<file path="src/rtl/decode_pipe_if.sv">
// decode_pipe_if: handshake and decoded-field bundle for decode_pipe.
//   slave  modport: the decode stage (takes instructions, drives decoded results)
//   master modport: the surrounding pipeline (fetch side + register-read side)
// Signals:
//   flush                         synchronous FIFO clear (pipeline redirect)
//   in_valid/in_instr/in_ready    instruction input handshake
//   out_valid/out_ready           decoded-entry output handshake
//   op, rs, rt, rd, shamt, funct  raw instruction fields of the head entry
//   ext_imm, target, wr_reg       extended immediate, jump target, destination reg
//   reg_write ... illegal         control lines
//   decoded_cnt, illegal_cnt      statistics, present only with DECODE_STATS_EN
interface decode_pipe_if #(
  parameter int unsigned DATA_W = 32
);
  logic              flush;
  logic              in_valid;
  logic [31:0]       in_instr;
  logic              in_ready;
  logic              out_valid;
  logic              out_ready;
  logic [5:0]        op;
  logic [5:0]        funct;
  logic [4:0]        rs;
  logic [4:0]        rt;
  logic [4:0]        rd;
  logic [4:0]        shamt;
  logic [DATA_W-1:0] ext_imm;
  logic [25:0]       target;
  logic [4:0]        wr_reg;
  logic              reg_write;
  logic              alu_src;
  logic              mem_read;
  logic              mem_write;
  logic              branch;
  logic              jump;
  logic              illegal;
`ifdef DECODE_STATS_EN
  logic [31:0]       decoded_cnt;
  logic [31:0]       illegal_cnt;
`endif

  modport slave (
    input  flush, in_valid, in_instr, out_ready,
    output in_ready, out_valid, op, funct, rs, rt, rd, shamt, ext_imm, target, wr_reg,
    output reg_write, alu_src, mem_read, mem_write, branch, jump, illegal
`ifdef DECODE_STATS_EN
    , output decoded_cnt, illegal_cnt
`endif
  );

  modport master (
    output flush, in_valid, in_instr, out_ready,
    input  in_ready, out_valid, op, funct, rs, rt, rd, shamt, ext_imm, target, wr_reg,
    input  reg_write, alu_src, mem_read, mem_write, branch, jump, illegal
`ifdef DECODE_STATS_EN
    , input decoded_cnt, illegal_cnt
`endif
  );
endinterface

</file>
<file path="src/rtl/decode_pipe.sv">
// decode_pipe: pipelined MIPS instruction decode stage with a DEPTH-entry output FIFO.
// Instructions are decoded combinationally on acceptance and the decoded record is
// written into the FIFO tail on the same edge; the head record drives the outputs.
// Ports:
//   clk    rising-edge clock
//   reset  synchronous active-high reset (clears pointers, storage, counters)
//   bus    decode_pipe_if.slave (handshakes, flush, decoded fields, control lines)
// Parameters:
//   DATA_W  width of ext_imm (>= 16)
//   DEPTH   FIFO entries (power of two, >= 2)
// Optional feature: define DECODE_STATS_EN to add decoded_cnt / illegal_cnt counters.
module decode_pipe #(
  parameter int unsigned DATA_W = 32,
  parameter int unsigned DEPTH  = 2
) (
  input logic           clk,
  input logic           reset,
  decode_pipe_if.slave  bus
);
  localparam int unsigned AW = $clog2(DEPTH);

  // Raw fields are recovered from the stored instruction word at the head.
  typedef struct packed {
    logic [31:0]       instr;
    logic [DATA_W-1:0] ext_imm;
    logic [4:0]        wr_reg;
    logic              reg_write;
    logic              alu_src;
    logic              mem_read;
    logic              mem_write;
    logic              branch;
    logic              jump;
    logic              illegal;
  } entry_t;

  entry_t            dec;
  entry_t            head;
  entry_t            last_q;
  entry_t            mem_q [DEPTH];
  logic [AW-1:0]     wr_ptr_q;
  logic [AW-1:0]     rd_ptr_q;
  logic [AW:0]       count_q;
  logic              full;
  logic              empty;
  logic              push;
  logic              pop;
  logic [5:0]        op_in;
  logic [5:0]        funct_in;
  logic [4:0]        rt_in;
  logic [4:0]        rd_in;
  logic [15:0]       imm;
  logic [DATA_W+15:0] lui_full;
`ifdef DECODE_STATS_EN
  logic [31:0]       decoded_cnt_q;
  logic [31:0]       illegal_cnt_q;
`endif

  assign op_in    = bus.in_instr[31:26];
  assign funct_in = bus.in_instr[5:0];
  assign rt_in    = bus.in_instr[20:16];
  assign rd_in    = bus.in_instr[15:11];
  assign imm      = bus.in_instr[15:0];
  // Wide enough that the shifted immediate never loses bits before truncation to DATA_W.
  assign lui_full = (DATA_W+16)'({imm, 16'h0000});

  always_comb begin
    dec       = '0;
    dec.instr = bus.in_instr;
    case (op_in)
      6'h00: begin
        case (funct_in)
          6'h20, 6'h21, 6'h22, 6'h24, 6'h25, 6'h2a, 6'h00: begin
            dec.reg_write = 1'b1;
            dec.wr_reg    = rd_in;
          end
          6'h08:        dec.jump    = 1'b1;
          6'h0c, 6'h0d: dec.illegal = 1'b0;  // syscall/break: no controls
          default:      dec.illegal = 1'b1;
        endcase
      end
      6'h08, 6'h09, 6'h0c, 6'h0d, 6'h0f: begin
        dec.reg_write = 1'b1;
        dec.alu_src   = 1'b1;
        dec.wr_reg    = rt_in;
      end
      6'h23: begin
        dec.mem_read  = 1'b1;
        dec.reg_write = 1'b1;
        dec.alu_src   = 1'b1;
        dec.wr_reg    = rt_in;
      end
      6'h2b: begin
        dec.mem_write = 1'b1;
        dec.alu_src   = 1'b1;
      end
      6'h04, 6'h05, 6'h07: dec.branch = 1'b1;
      6'h02:               dec.jump   = 1'b1;
      6'h03: begin
        dec.jump      = 1'b1;
        dec.reg_write = 1'b1;
        dec.wr_reg    = 5'd31;
      end
      default:             dec.illegal = 1'b1;
    endcase

    case (op_in)
      6'h0c, 6'h0d: dec.ext_imm = DATA_W'(imm);
      6'h0f:        dec.ext_imm = lui_full[DATA_W-1:0];
      default:      dec.ext_imm = DATA_W'($signed(imm));
    endcase
  end

  assign full         = (count_q == (AW+1)'(DEPTH));
  assign empty        = (count_q == '0);
  assign bus.in_ready = !full && !reset;
  assign bus.out_valid = !empty;
  assign push         = bus.in_valid && bus.in_ready;
  assign pop          = !empty && bus.out_ready;

  always_ff @(posedge clk) begin
    if (reset) begin
      wr_ptr_q <= '0;
      rd_ptr_q <= '0;
      count_q  <= '0;
      last_q   <= '0;
      for (int i = 0; i < int'(DEPTH); i++) begin
        mem_q[i] <= '0;
      end
`ifdef DECODE_STATS_EN
      decoded_cnt_q <= '0;
      illegal_cnt_q <= '0;
`endif
    end else begin
`ifdef DECODE_STATS_EN
      // Statistics follow the handshake, independent of any flush.
      if (push) begin
        decoded_cnt_q <= decoded_cnt_q + 32'd1;
        if (dec.illegal) begin
          illegal_cnt_q <= illegal_cnt_q + 32'd1;
        end
      end
`endif
      if (bus.flush) begin
        wr_ptr_q <= '0;
        rd_ptr_q <= '0;
        count_q  <= '0;
      end else begin
        if (push) begin
          mem_q[wr_ptr_q] <= dec;
          wr_ptr_q        <= wr_ptr_q + AW'(1);
        end
        if (pop) begin
          last_q   <= mem_q[rd_ptr_q];
          rd_ptr_q <= rd_ptr_q + AW'(1);
        end
        case ({push, pop})
          2'b10:   count_q <= count_q + (AW+1)'(1);
          2'b01:   count_q <= count_q - (AW+1)'(1);
          default: count_q <= count_q;
        endcase
      end
    end
  end

  // When empty the outputs keep showing the most recently consumed entry.
  assign head = empty ? last_q : mem_q[rd_ptr_q];

  assign bus.op        = head.instr[31:26];
  assign bus.rs        = head.instr[25:21];
  assign bus.rt        = head.instr[20:16];
  assign bus.rd        = head.instr[15:11];
  assign bus.shamt     = head.instr[10:6];
  assign bus.funct     = head.instr[5:0];
  assign bus.target    = head.instr[25:0];
  assign bus.ext_imm   = head.ext_imm;
  assign bus.wr_reg    = head.wr_reg;
  assign bus.reg_write = head.reg_write;
  assign bus.alu_src   = head.alu_src;
  assign bus.mem_read  = head.mem_read;
  assign bus.mem_write = head.mem_write;
  assign bus.branch    = head.branch;
  assign bus.jump      = head.jump;
  assign bus.illegal   = head.illegal;
`ifdef DECODE_STATS_EN
  assign bus.decoded_cnt = decoded_cnt_q;
  assign bus.illegal_cnt = illegal_cnt_q;
`endif
endmodule

</file>
<file path="src/flat_wrapper.sv">
// flat-port wrapper written by rule: the top's interface ports become plain ports
module decode_pipe_flat 
#(
  parameter int unsigned DATA_W = 32,
  parameter int unsigned DEPTH  = 2
)
  (clk, reset, bus_flush, bus_in_valid, bus_in_instr, bus_out_ready, bus_in_ready, bus_out_valid, bus_op, bus_funct, bus_rs, bus_rt, bus_rd, bus_shamt, bus_ext_imm, bus_target, bus_wr_reg, bus_reg_write, bus_alu_src, bus_mem_read, bus_mem_write, bus_branch, bus_jump, bus_illegal);
  decode_pipe_if #(.DATA_W(DATA_W)) bus_i ();
  input logic clk;
  input logic reset;
  input wire logic [$bits(bus_i.flush)-1:0] bus_flush;
  input wire logic [$bits(bus_i.in_valid)-1:0] bus_in_valid;
  input wire logic [$bits(bus_i.in_instr)-1:0] bus_in_instr;
  input wire logic [$bits(bus_i.out_ready)-1:0] bus_out_ready;
  output wire logic [$bits(bus_i.in_ready)-1:0] bus_in_ready;
  output wire logic [$bits(bus_i.out_valid)-1:0] bus_out_valid;
  output wire logic [$bits(bus_i.op)-1:0] bus_op;
  output wire logic [$bits(bus_i.funct)-1:0] bus_funct;
  output wire logic [$bits(bus_i.rs)-1:0] bus_rs;
  output wire logic [$bits(bus_i.rt)-1:0] bus_rt;
  output wire logic [$bits(bus_i.rd)-1:0] bus_rd;
  output wire logic [$bits(bus_i.shamt)-1:0] bus_shamt;
  output wire logic [$bits(bus_i.ext_imm)-1:0] bus_ext_imm;
  output wire logic [$bits(bus_i.target)-1:0] bus_target;
  output wire logic [$bits(bus_i.wr_reg)-1:0] bus_wr_reg;
  output wire logic [$bits(bus_i.reg_write)-1:0] bus_reg_write;
  output wire logic [$bits(bus_i.alu_src)-1:0] bus_alu_src;
  output wire logic [$bits(bus_i.mem_read)-1:0] bus_mem_read;
  output wire logic [$bits(bus_i.mem_write)-1:0] bus_mem_write;
  output wire logic [$bits(bus_i.branch)-1:0] bus_branch;
  output wire logic [$bits(bus_i.jump)-1:0] bus_jump;
  output wire logic [$bits(bus_i.illegal)-1:0] bus_illegal;
  assign bus_i.flush = bus_flush;
  assign bus_i.in_valid = bus_in_valid;
  assign bus_i.in_instr = bus_in_instr;
  assign bus_i.out_ready = bus_out_ready;
  assign bus_in_ready = bus_i.in_ready;
  assign bus_out_valid = bus_i.out_valid;
  assign bus_op = bus_i.op;
  assign bus_funct = bus_i.funct;
  assign bus_rs = bus_i.rs;
  assign bus_rt = bus_i.rt;
  assign bus_rd = bus_i.rd;
  assign bus_shamt = bus_i.shamt;
  assign bus_ext_imm = bus_i.ext_imm;
  assign bus_target = bus_i.target;
  assign bus_wr_reg = bus_i.wr_reg;
  assign bus_reg_write = bus_i.reg_write;
  assign bus_alu_src = bus_i.alu_src;
  assign bus_mem_read = bus_i.mem_read;
  assign bus_mem_write = bus_i.mem_write;
  assign bus_branch = bus_i.branch;
  assign bus_jump = bus_i.jump;
  assign bus_illegal = bus_i.illegal;
  decode_pipe #(.DATA_W(DATA_W), .DEPTH(DEPTH)) u_core (.clk(clk), .reset(reset), .bus(bus_i));
endmodule
</file>
<file path="config.mk">
export PLATFORM = sky130hd
export DESIGN_NAME = decode_pipe_flat
export DESIGN_NICKNAME = d
export VERILOG_FILES = /design/src/rtl/decode_pipe_if.sv /design/src/rtl/decode_pipe.sv /design/src/flat_wrapper.sv
export SDC_FILE = /design/constraint.sdc
export NUM_CORES = 1
export LEC_CHECK = 0
export BUFFER_PORTS_ARGS = -buffer_cell sky130_fd_sc_hd__buf_2
export CORE_ASPECT_RATIO = 1.25
export CORE_MARGIN = 4
export CORE_UTILIZATION = 38
export CTS_BUF_LIST = sky130_fd_sc_hd__clkbuf_4
export DETAILED_ROUTE_END_ITERATION = 8
export GPL_ROUTABILITY_DRIVEN = 0
export PLACE_DENSITY = 0.64
export SYNTH_ARGS = -nofsm -noshare
export SYNTH_HDL_FRONTEND = slang
export SYNTH_SLANG_ARGS = --single-unit
</file>
<file path="constraint.sdc">
create_clock -name clk -period 3.55 [get_ports clk]
set_input_delay 0.355 -clock clk [delete_from_list [all_inputs] [get_ports clk]]
set_output_delay 0.355 -clock clk [all_outputs]
set_load 0.005 [all_outputs]
</file>
Word-level counts from Yosys, hierarchy flattened. Memories as Yosys holds them, arrays and structs flattened. A register that Yosys moved wholly into a read port is not among the register bits. Cells that the tools add are included.

Latch bits: 0. ROM bits: 0. Bits in writable memories: 152. Memories kept: 1. Flip-flop bits (word level): 80. Word-level logic and storage cells: 88. Input port bits: 37.

Memories: u_core.mem_q (depth 2, width 76, read ports 1, clocked after Yosys merged registers in 1, write ports 2, line decode_pipe.sv:39) `entry_t mem_q [DEPTH];`.

Multipliers: 0. Mux-type cells: 24. Equality and inequality tests: 24. Magnitude comparators: 0. Add/sub/neg operators: 4. Reduce and logical (&&, ||, !) cells: 21. Shift-type cells: 0. Div/mod/pow operators: 0. Bitwise logic cells: 1.

Operators with widths (number): 76-bit two-way mux (2); 76-bit OR reduction (1); 32-bit one-hot mux with 2 select lines (1); 6-bit by 4-bit equality test with 1-bit output, second input constant (8); 6-bit equality test, second input constant (8); 6-bit by 3-bit equality test with 1-bit output, second input constant (3); 6-bit one-hot mux with 3 select lines (1); 1-bit two-way mux (16); 7-bit OR reduction (2); 6-bit by 2-bit equality test with 1-bit output, second input constant (2); 6-bit zero test (2); 12-bit OR reduction (1); 10-bit OR reduction (1); 6-bit two-way mux (1); 2-bit OR reduction (3); 6-bit OR reduction (1); 2-bit equality test, second input constant (2); 1-bit one-hot mux with 2 select lines (2); 2-bit one-hot mux with 2 select lines (1); 1-bit logical AND (3); 1-bit zero test (3); 3-bit OR reduction (1); 1-bit adder, second input constant (2); 2-bit by 1-bit adder with 2-bit output, second input constant (1); 6 further kinds (6).

Depth between registers and ports, before layout. Gate-level depths: netlist of the first run.

Depth after elaboration: 10. Gate-level depth with buffers: 7. Mapped depth without buffers: 7.

Worst setup path after synthesis of the first run. OpenSTA, ideal clock, no wires.

Path type: in2reg. Start: input bus_flush. End: memory u_core.mem_q[0][0] (netlist bit) (enable). Arrival: 2.931 ns. Required time: 3.103 ns. Stages: 4. Slack: 0.172 ns. Cells stage by stage: clkbuf_1 or4_1 buf_2 nand2b_1.

RTL lines: start: declaration (line flat_wrapper.sv:11) `input wire logic [$bits(bus_i.flush)-1:0] bus_flush;`; end: declaration (line decode_pipe.sv:39).

==> results of run 1 <==
## metal layers
| layer | vias to the layer above | wire (µm) |
|---|---|---|
| met4 | 2 | 534 |
| met1 | 3581 | 11290 |
| met2 | 225 | 12250 |
| met5 | - | 12 |
| li1 | 3690 | - |
| met3 | 45 | 1383 |
## sequential cells by signal, summed over array words and instances, names as in the netlist, named ones only
register and flops:
u_core.count_q 2, u_core.last_q 76, u_core.wr_ptr_q 1, u_core.rd_ptr_q 1, u_core.mem_q 152
## worst min path at each step
stage,from,endpoint,slack (ps),depth (start not counted)
2_1_floorplan,u_core.last_q[0],u_core.last_q[0],480,2
3_3_place_gp,u_core.last_q[42],u_core.last_q[42],490,2
3_5_place_dp,u_core.last_q[64],u_core.last_q[64],490,2
4_1_cts,bus_in_instr[19],u_core.mem_q[1][63],0.7,2
5_1_grt,bus_flush,u_core.rd_ptr_q,20,2
6_report,bus_flush,u_core.count_q[1],50,2
## power by group
part	switching, mW	internal (mW)	total (mW)	leakage (nW)
clock	1.04	1.23	2.28	0.472
combinational	0.341	0.197	0.537	1.81
sequential	0.0376	2.99	3.03	2.23
## final cells by class
class	count	share of cell area
repair buffers	166	0.07956
clock buffers	98	0.06060
flip-flops and latches	233	0.5098
clock inverters	9	0.002989
inverters	3	0.0009275
diodes	1	0.0002061
well taps	345	0.03556
multi-input cells	624	0.3103
## cells by family after synthesis
group	after synthesis	synth area share
flops	233	0.5905
buf+inv	105	0.05267
fa+ha+maj	1	0.001194
xor+xnor	5	0.004181
simple gates	332	0.1572
mux	76	0.07261
compound gates	210	0.1217
## worst max-delay path, stage by stage (launching register included)
cell	delay, ps
dfxtp_4	730
buf_4	380
mux2i_1	360
a21oi_1	140
buf_2	150
## layout by cell type (no fill, tap or decap), types with 6 or more instances in the layout
master / count
clkbuf_4: 98
a211oi_1: 76
dfxtp_1: 80
nor2_1: 171
buf_2: 140
mux2i_1: 76
nand2_1: 18
clkinv_1: 6
a21oi_1: 125
nor2b_1: 6
nand3_1: 9
edfxtp_1: 152
nor3_1: 10
and2_1: 88
dlygate4sd3_1: 8
buf_4: 14
## timing repair
item	CTS	global route
gates resized for setup	0	0
endpoints found under the hold margin	15	0
hold buffers	8	0
==> results.sh, run 1 <==
export IMPL_status="finished clean"
export IMPL_synth_most_common_cell="nor2_1"
export IMPL_endpoint_kind="output port"
export IMPL_ant_nets=0
export IMPL_ys_ff_latch=233
export IMPL_synth_top_area_cell="edfxtp_1"
export IMPL_power_density_mw_per_mm2=481.4
export IMPL_finalSetupViolCount=0
export IMPL_syn_num_nets=1000
export IMPL_multi_input_area_mm2=0.003767
export IMPL_clk_latency_ps=670
export IMPL_cts_root_buffer="clkbuf_4"
export IMPL_power_mw=5.844
export IMPL_tns_ps=0
export IMPL_gr_max_usage_layer="met2"
export IMPL_design_area_mm2=0.01214
export IMPL_dieArea_mm2=0.03031
export IMPL_grtUsageMet1=0.2259
export IMPL_stdcell_count=1479
export IMPL_ios=141
export IMPL_drt_iter0_drc=535
export IMPL_slew_headroom=0.2608
export IMPL_crit_end="bus_target[19]"
export IMPL_yosys_top_cells_count="171 x nor2_1, 152 x edfxtp_1, 125 x a21oi_1"
export IMPL_async_reset_ff_frac=0
export IMPL_drive_gt1_frac=0.2418
export IMPL_r2r_end="u_core.mem_q[0][30]"
export IMPL_reg2reg_from="u_core.count_q[0]"
export IMPL_worstPathRequired_ps=3190
export IMPL_rows=67
export IMPL_critPathKind="reg2out"
export IMPL_fin_util=0.4498
export IMPL_cts_tree="built"
export IMPL_hold_viol=0
export IMPL_p_leak_nw=4.516
export IMPL_start_kind="register"
export IMPL_fin_crit_sh=0.7882
export IMPL_avgSynthCellArea_um2=10.89
export IMPL_min_period_ps=2798
export IMPL_maxCapViolations=0
export IMPL_synth_top_cells_by_area="edfxtp_1 44%, dfxtp_1 15%, mux2i_1 7.3%"
export IMPL_cts_sinks=233
export IMPL_r2r_slack_ps=1390
export IMPL_grtUsageTotal=0.1660
export IMPL_grt_use_met3=0.03036
export IMPL_syn_area_mm2=0.01048
export IMPL_grt_pass1_wl_um=40360
export IMPL_peakVddDrop_mv=0.1816
export IMPL_vias=7543
export IMPL_place_inst=1363
export IMPL_grt_met2_usage=0.2658
export IMPL_synth_seq_area_share=0.5905
export IMPL_hp_class="in2reg"
export IMPL_finClkSkew_ps=20.02
export IMPL_cts_buffer_depth=3
export IMPL_arrival_ps=2440
export IMPL_yosysUniqueCellTypes=45
export IMPL_grt_start_max_net_pins=85
export IMPL_core_area_mm2=0.02699
export IMPL_nets=1123
export IMPL_viasPerCell=5.100
export IMPL_postCtsSetupBuffers=0
export IMPL_grt_pass1_vias=7293
export IMPL_drc_errors=0
export IMPL_io_buffers=140
export IMPL_area_growth_pct=15.88
export IMPL_dpl_cell_area_mm2=0.01129
export IMPL_initial_core_util=0.3881
export IMPL_fin_ws_ps=751.8
export IMPL_htreeDepth=2
export IMPL_pre_cts_ws_ps=1325
export IMPL_reg2reg_depth=4
export IMPL_synthFlopType="edfxtp_1"
export IMPL_dieWidth_um=156.5
export IMPL_fmax_mhz=357.4
export IMPL_synth_top_area_frac=0.4357
export IMPL_path_clk_slew_ps=70
export IMPL_fill_cells=2529
export IMPL_grt_overflow_total=0
export IMPL_numCtsBuffers=57
export IMPL_wl_per_cell_um=17.22
export IMPL_dr_pass1_iters=6
export IMPL_routed_wl_um=25470
export IMPL_grt_antenna_before_repair=2
export IMPL_rsz0062_at_grt="no"
export IMPL_syn_inst=962
export IMPL_synth_edf_count=152
export IMPL_crit_fanout=32
export IMPL_whs_ps=50.47
export IMPL_post_dp_hpwl_um=16700
export IMPL_die_y_um=193.6
export IMPL_ys_warn_count=0
export IMPL_slew_viol_final=0
export IMPL_worst_slew_pin_slew_ps=1109
export IMPL_seq_area_mm2=0.006190
(Power assumes the default switching activity.)
==> run 2, diff against run 1 <==
Settings changed: PLACE_DENSITY 0.64 to 0.62.
Clock period 3.55 ns to 2.7 ns, I/O delays scaled along.
==> run 2 against run 1 <==
Compared with the run above:
- via count increased by 2.7%
- critical path depth is 1 higher
- worst hold slack better by 18 ps
- global-route usage is 1.1 points higher
- core utilization increased by 1.3 points
- clock skew increased by 32 ps
- sequential cell count stayed put
- clock-buffer cell count down 4
- power rose by 35%
- critical path type unchanged
- largest cell class unchanged
==> results.sh, run 2 (synthesis gave the netlist of run 1 again) <==
export IMPL_rsz0062_at_grt="no"
export IMPL_htreeDepth=2
export IMPL_min_period_ps=2526
export IMPL_grt_pass1_wl_um=42930
export IMPL_routed_wl_um=26760
export IMPL_grtUsageTotal=0.1768
export IMPL_fmax_mhz=395.9
export IMPL_dieArea_mm2=0.03031
export IMPL_reg_largest_list="u_core.mem_q (152), u_core.last_q (76), u_core.count_q (2)"
export IMPL_final_cell_mix="171 x nor2_1, 152 x edfxtp_1, 139 x buf_2, 125 x a21oi_1, 94 x clkbuf_4"
export IMPL_peakVddDrop_mv=0.2823
export IMPL_hold_start="bus_in_instr[30]"
export IMPL_hold_viol=0
export IMPL_slew_headroom=0.4519
export IMPL_wl_per_cell_um=17.74
export IMPL_largest_register="u_core.mem_q"
export IMPL_die_y_um=193.6
export IMPL_holdPathStages=2
export IMPL_drc_errors=0
export IMPL_nets=1152
export IMPL_largest_reg_flops=152
export IMPL_post_dp_hpwl_um=16620
export IMPL_numCtsBuffers=58
export IMPL_start_kind="register"
export IMPL_grt_pass1_vias=7826
export IMPL_r2r_slack_ps=490
export IMPL_reg2reg_from="u_core.count_q[0]"
export IMPL_endpoint_kind="output port"
export IMPL_ios=141
export IMPL_design_area_mm2=0.01249
export IMPL_worst_slew_pin_slew_ps=819.2
export IMPL_grt_antenna_before_repair=1
export IMPL_cts_buffer_depth=3
export IMPL_slew_viol_final=0
export IMPL_ant_nets=0
export IMPL_clk_latency_ps=700
export IMPL_finClkSkew_ps=51.59
export IMPL_maxCapViolations=0
export IMPL_hp_class="in2reg"
export IMPL_finalSetupViolCount=0
export IMPL_initial_core_util=0.3881
export IMPL_mostFrequentLayoutCell="nor2_1"
export IMPL_reg2reg_depth=4
export IMPL_r2r_end="u_core.mem_q[0][3]"
export IMPL_critPathKind="reg2out"
export IMPL_worstPathRequired_ps=2430
export IMPL_cts_root_buffer="clkbuf_4"
export IMPL_area_growth_pct=19.25
export IMPL_cts_sinks=233
export IMPL_drive_gt1_frac=0.2390
export IMPL_drt_iter0_drc=477
export IMPL_fin_crit_sh=0.9355
export IMPL_arrival_ps=2260
export IMPL_power_density_mw_per_mm2=632.6
export IMPL_core_area_mm2=0.02699
export IMPL_vias=7743
export IMPL_grt_start_max_net_pins=77
export IMPL_dpl_cell_area_mm2=0.01136
export IMPL_p_leak_nw=4.668
export IMPL_status="finished clean"
export IMPL_dr_pass1_iters=5
export IMPL_dieWidth_um=156.5
export IMPL_rows=67
export IMPL_grt_overflow_total=0
export IMPL_min_to="u_core.mem_q[0][74]"
export IMPL_tns_ps=0
export IMPL_path_clk_slew_ps=70
export IMPL_crit_fanout=14
export IMPL_io_buffers=140
export IMPL_cts_tree="built"
export IMPL_viasPerCell=5.131
run 2: how the worst max path moves through the flow:
stage               cells after the start                  end         startpoint  slack, ps
floorplan                               4   u_core.mem_q[0][0]          bus_flush        260
global placement                        5  u_core.mem_q[1][18]              reset        570
detailed placement                      5  u_core.mem_q[1][25]              reset        570
CTS                                     5       bus_ext_imm[3]  u_core.count_q[0]         80
global route                            5        bus_target[1]  u_core.count_q[0]         30
finish                                  5            bus_rs[2]  u_core.count_q[0]        170
run 2: final cells by class:
| type | count | area [µm²] |
|---|---|---|
| Antenna cell | 1 | 2.502 |
| Clock buffer | 94 | 705.7 |
| Clock inverter | 15 | 110.1 |
| Fill cell | 2550 | 14500 |
| Inverter | 3 | 11.26 |
| Multi-Input combinational cell | 626 | 3780 |
| Sequential cell | 233 | 6190 |
| Tap cell | 345 | 431.7 |
| Timing Repair Buffer | 192 | 1262 |
run 2: stage by stage:
step | hold slack [ps] | instances | setup WS, ps | power (mW) | util
2_1_floorplan | 468.2 | 962 | 261.5 | 4.489 | -
3_3_place_gp | 485.2 | 1368 | 568.0 | 4.766 | 0.4210
3_5_place_dp | 491.9 | 1368 | 566.8 | 4.781 | 0.4210
4_1_cts | 7.737 | 1508 | 82.34 | 8.022 | 0.4626
5_1_grt | 26.33 | 1509 | 26.21 | 8.287 | 0.4628
6_report | 68.38 | 1509 | 174.1 | 7.903 | 0.4628
run 2: timing repair:
item | CTS | global route
gates cloned | 2 | 0
hold buffers | 28 | 0
endpoints found under the hold margin | 80 | 0
setup buffers | 1 | 0
endpoints found under the setup margin | 32 | 9
pin swaps | 1 | 1
resized for setup | 0 | 1
run 2: critical path, cell delays in order (launching register included):
cell	delay, ps
dfxtp_1	550
or2_4	380
buf_4	260
nor2_1	60
a21oi_1	200
buf_2	160
run 2: metal layers:
| metal | up-vias | track usage | share of wire |
|---|---|---|---|
| li1 | 3762 | - | - |
| met1 | 3678 | 0.2312 | 0.43 |
| met2 | 245 | 0.2934 | 0.49 |
| met3 | 58 | 0.02947 | 0.058 |
| met4 | 0 | 0.06656 | 0.029 |
| met5 | - | 0 | 0 |
run 2: power breakdown:
part           switching [mW]  total [mW]  internal [mW]
sequential             0.0455        3.98           3.93
combinational           0.468       0.755          0.287
clock                    1.41        3.17           1.76
total                    1.92        7.90           5.98
==> run 3, diff against run 2 <==
Settings changed: CORE_UTILIZATION 38 to 60, PLACE_DENSITY 0.62 to 0.88.
==> run 3 against run 2 <==
Compared with the run above:
- cell area shrank 3.3%
- non-clock buffer count shrank 11
- clock skew shrank 28 ps
- die area shrank 35%
- cell count shrank 9.9%
- critical endpoint is now bus_funct[1]
- largest power group unchanged
==> results.sh, run 3 (synthesis gave the netlist of run 1 again) <==
export IMPL_io_buffers=140
export IMPL_status="finished clean"
export IMPL_routed_wl_um=24210
export IMPL_numCtsBuffers=52
export IMPL_ios=141
export IMPL_final_cell_mix="171 x nor2_1, 152 x edfxtp_1, 140 x buf_2, 125 x a21oi_1, 88 x and2_1"
export IMPL_hold_viol=0
export IMPL_min_period_ps=2484
export IMPL_cts_sinks=233
export IMPL_core_area_mm2=0.01698
export IMPL_hp_class="in2reg"
export IMPL_reg2reg_from="u_core.count_q[0]"
export IMPL_grt_antenna_before_repair=1
export IMPL_drc_errors=0
export IMPL_htreeDepth=2
export IMPL_cts_root_buffer="clkbuf_4"
export IMPL_endpoint_kind="output port"
export IMPL_dr_pass1_iters=5
export IMPL_grtUsageTotal=0.2435
export IMPL_wl_per_cell_um=17.80
export IMPL_min_to="u_core.mem_q[1][72]"
export IMPL_mostFrequentLayoutCell="nor2_1"
export IMPL_ant_nets=0
export IMPL_clk_latency_ps=660
export IMPL_grt_start_max_net_pins=83
export IMPL_cts_repair_resized=0
export IMPL_worstPathCellList="buf_12 > mux2i_1 > a21oi_1 > buf_2"
export IMPL_largest_register="u_core.mem_q"
export IMPL_power_mw=7.434
export IMPL_worstPathRequired_ps=2430
export IMPL_path_clk_slew_ps=70
export IMPL_reg_largest_list="u_core.mem_q (152), u_core.last_q (76), u_core.count_q (2)"
export IMPL_post_dp_hpwl_um=14800
export IMPL_cts_buffer_depth=3
export IMPL_arrival_ps=2210
export IMPL_holdPathStages=2
export IMPL_crit_buf_inv=2
export IMPL_slowest_stage="dfxtp_4"
export IMPL_cts_tree="built"
export IMPL_start_kind="register"
export IMPL_r2r_end="u_core.mem_q[0][66]"
export IMPL_area_growth_pct=15.35
export IMPL_cp_slowest_stage_delay_ps=530
export IMPL_rows=53
export IMPL_r2r_slack_ps=630
export IMPL_critPathKind="reg2out"
export IMPL_finalSetupViolCount=0
export IMPL_rsz0062_at_grt="no"
export IMPL_fill_cells=1176
export IMPL_grt_overflow_total=0
export IMPL_stdcell_count=1360
export IMPL_dpl_cell_area_mm2=0.01116
export IMPL_viasPerCell=5.743
export IMPL_reg2reg_depth=4
export IMPL_power_density_mw_per_mm2=615.2
export IMPL_largest_reg_flops=152
export IMPL_drt_iter0_drc=639
export IMPL_drive_gt1_frac=0.2206
export IMPL_nets=1133
export IMPL_cp_top_family="flip-flops"
export IMPL_design_area_mm2=0.01208
export IMPL_p_leak_nw=4.520
export IMPL_place_inst=1237
export IMPL_grt_pass1_wl_um=38340
export IMPL_dieArea_mm2=0.01965
export IMPL_grt_pass1_vias=7557
export IMPL_crit_fanout=31
export IMPL_vias=7810
export IMPL_dieWidth_um=126.2
export IMPL_slew_viol_final=0
export IMPL_finClkSkew_ps=23.80
export IMPL_slew_headroom=0.3236
export IMPL_hold_start="bus_in_instr[28]"
export IMPL_tns_ps=0
export IMPL_maxCapViolations=0
export IMPL_initial_core_util=0.6171
export IMPL_die_y_um=155.7
export IMPL_worst_slew_pin_slew_ps=1015
export IMPL_fmax_mhz=402.7
export IMPL_peakVddDrop_mv=0.3810
export IMPL_fin_crit_sh=0.9198
## run 3: area by class of cell
class,count,area [µm²],area share
clock buffer,66,495.5,0.04100
inverter,3,11.26,0.0009319
multi-input combinational,624,3767,0.3118
timing repair buffer,181,1161,0.09609
clock inverter,31,178.9,0.01481
tap,220,275.3,0.02278
sequential,233,6190,0.5122
antenna,2,5.005,0.0004142
## run 3: where the power goes
group	internal [mW]	switching, mW
sequential	3.93	0.0503
combinational	0.276	0.446
clock	1.36	1.36
## run 3: worst max-delay path by stage
| stage | startpoint | endpoint | cells after the start |
|---|---|---|---|
| after floorplan | bus_flush | u_core.mem_q[0][0] | 4 |
| after global placement | u_core.count_q[0] | u_core.mem_q[0][68] | 4 |
| after detailed placement | u_core.count_q[0] | u_core.mem_q[0][66] | 4 |
| after CTS | register | bus_funct[1] | 4 |
| after global routing | register | bus_funct[1] | 4 |
| final | register | bus_funct[1] | 4 |
## run 3: stage by stage
stage | utilization | worst slack, ps | hold slack [ps]
3_3_place_gp | 0.6574 | 726.9 | 484.9
5_1_grt | 0.7117 | 144.6 | 14.29
4_1_cts | 0.7106 | 38.62 | 9.602
2_1_floorplan | - | 261.5 | 468.2
6_report | 0.7118 | 216.5 | 39.94
3_5_place_dp | 0.6574 | 674.6 | 491.2
## run 3: what timing repair did
| action | CTS | global route |
|---|---|---|
| hold endpoints to repair | 63 | 0 |
| hold buffers | 23 | 0 |
| setup buffers | 0 | 1 |
| endpoints found under the setup margin | 0 | 2 |
## run 3: per-layer routing
layer	track usage	wire length, µm	vias up
li1	-	-	3698
met1	0.2984	9193	3696
met2	0.4182	12400	349
met3	0.04521	1702	67
met4	0.1155	915	0
met5	0	0	-
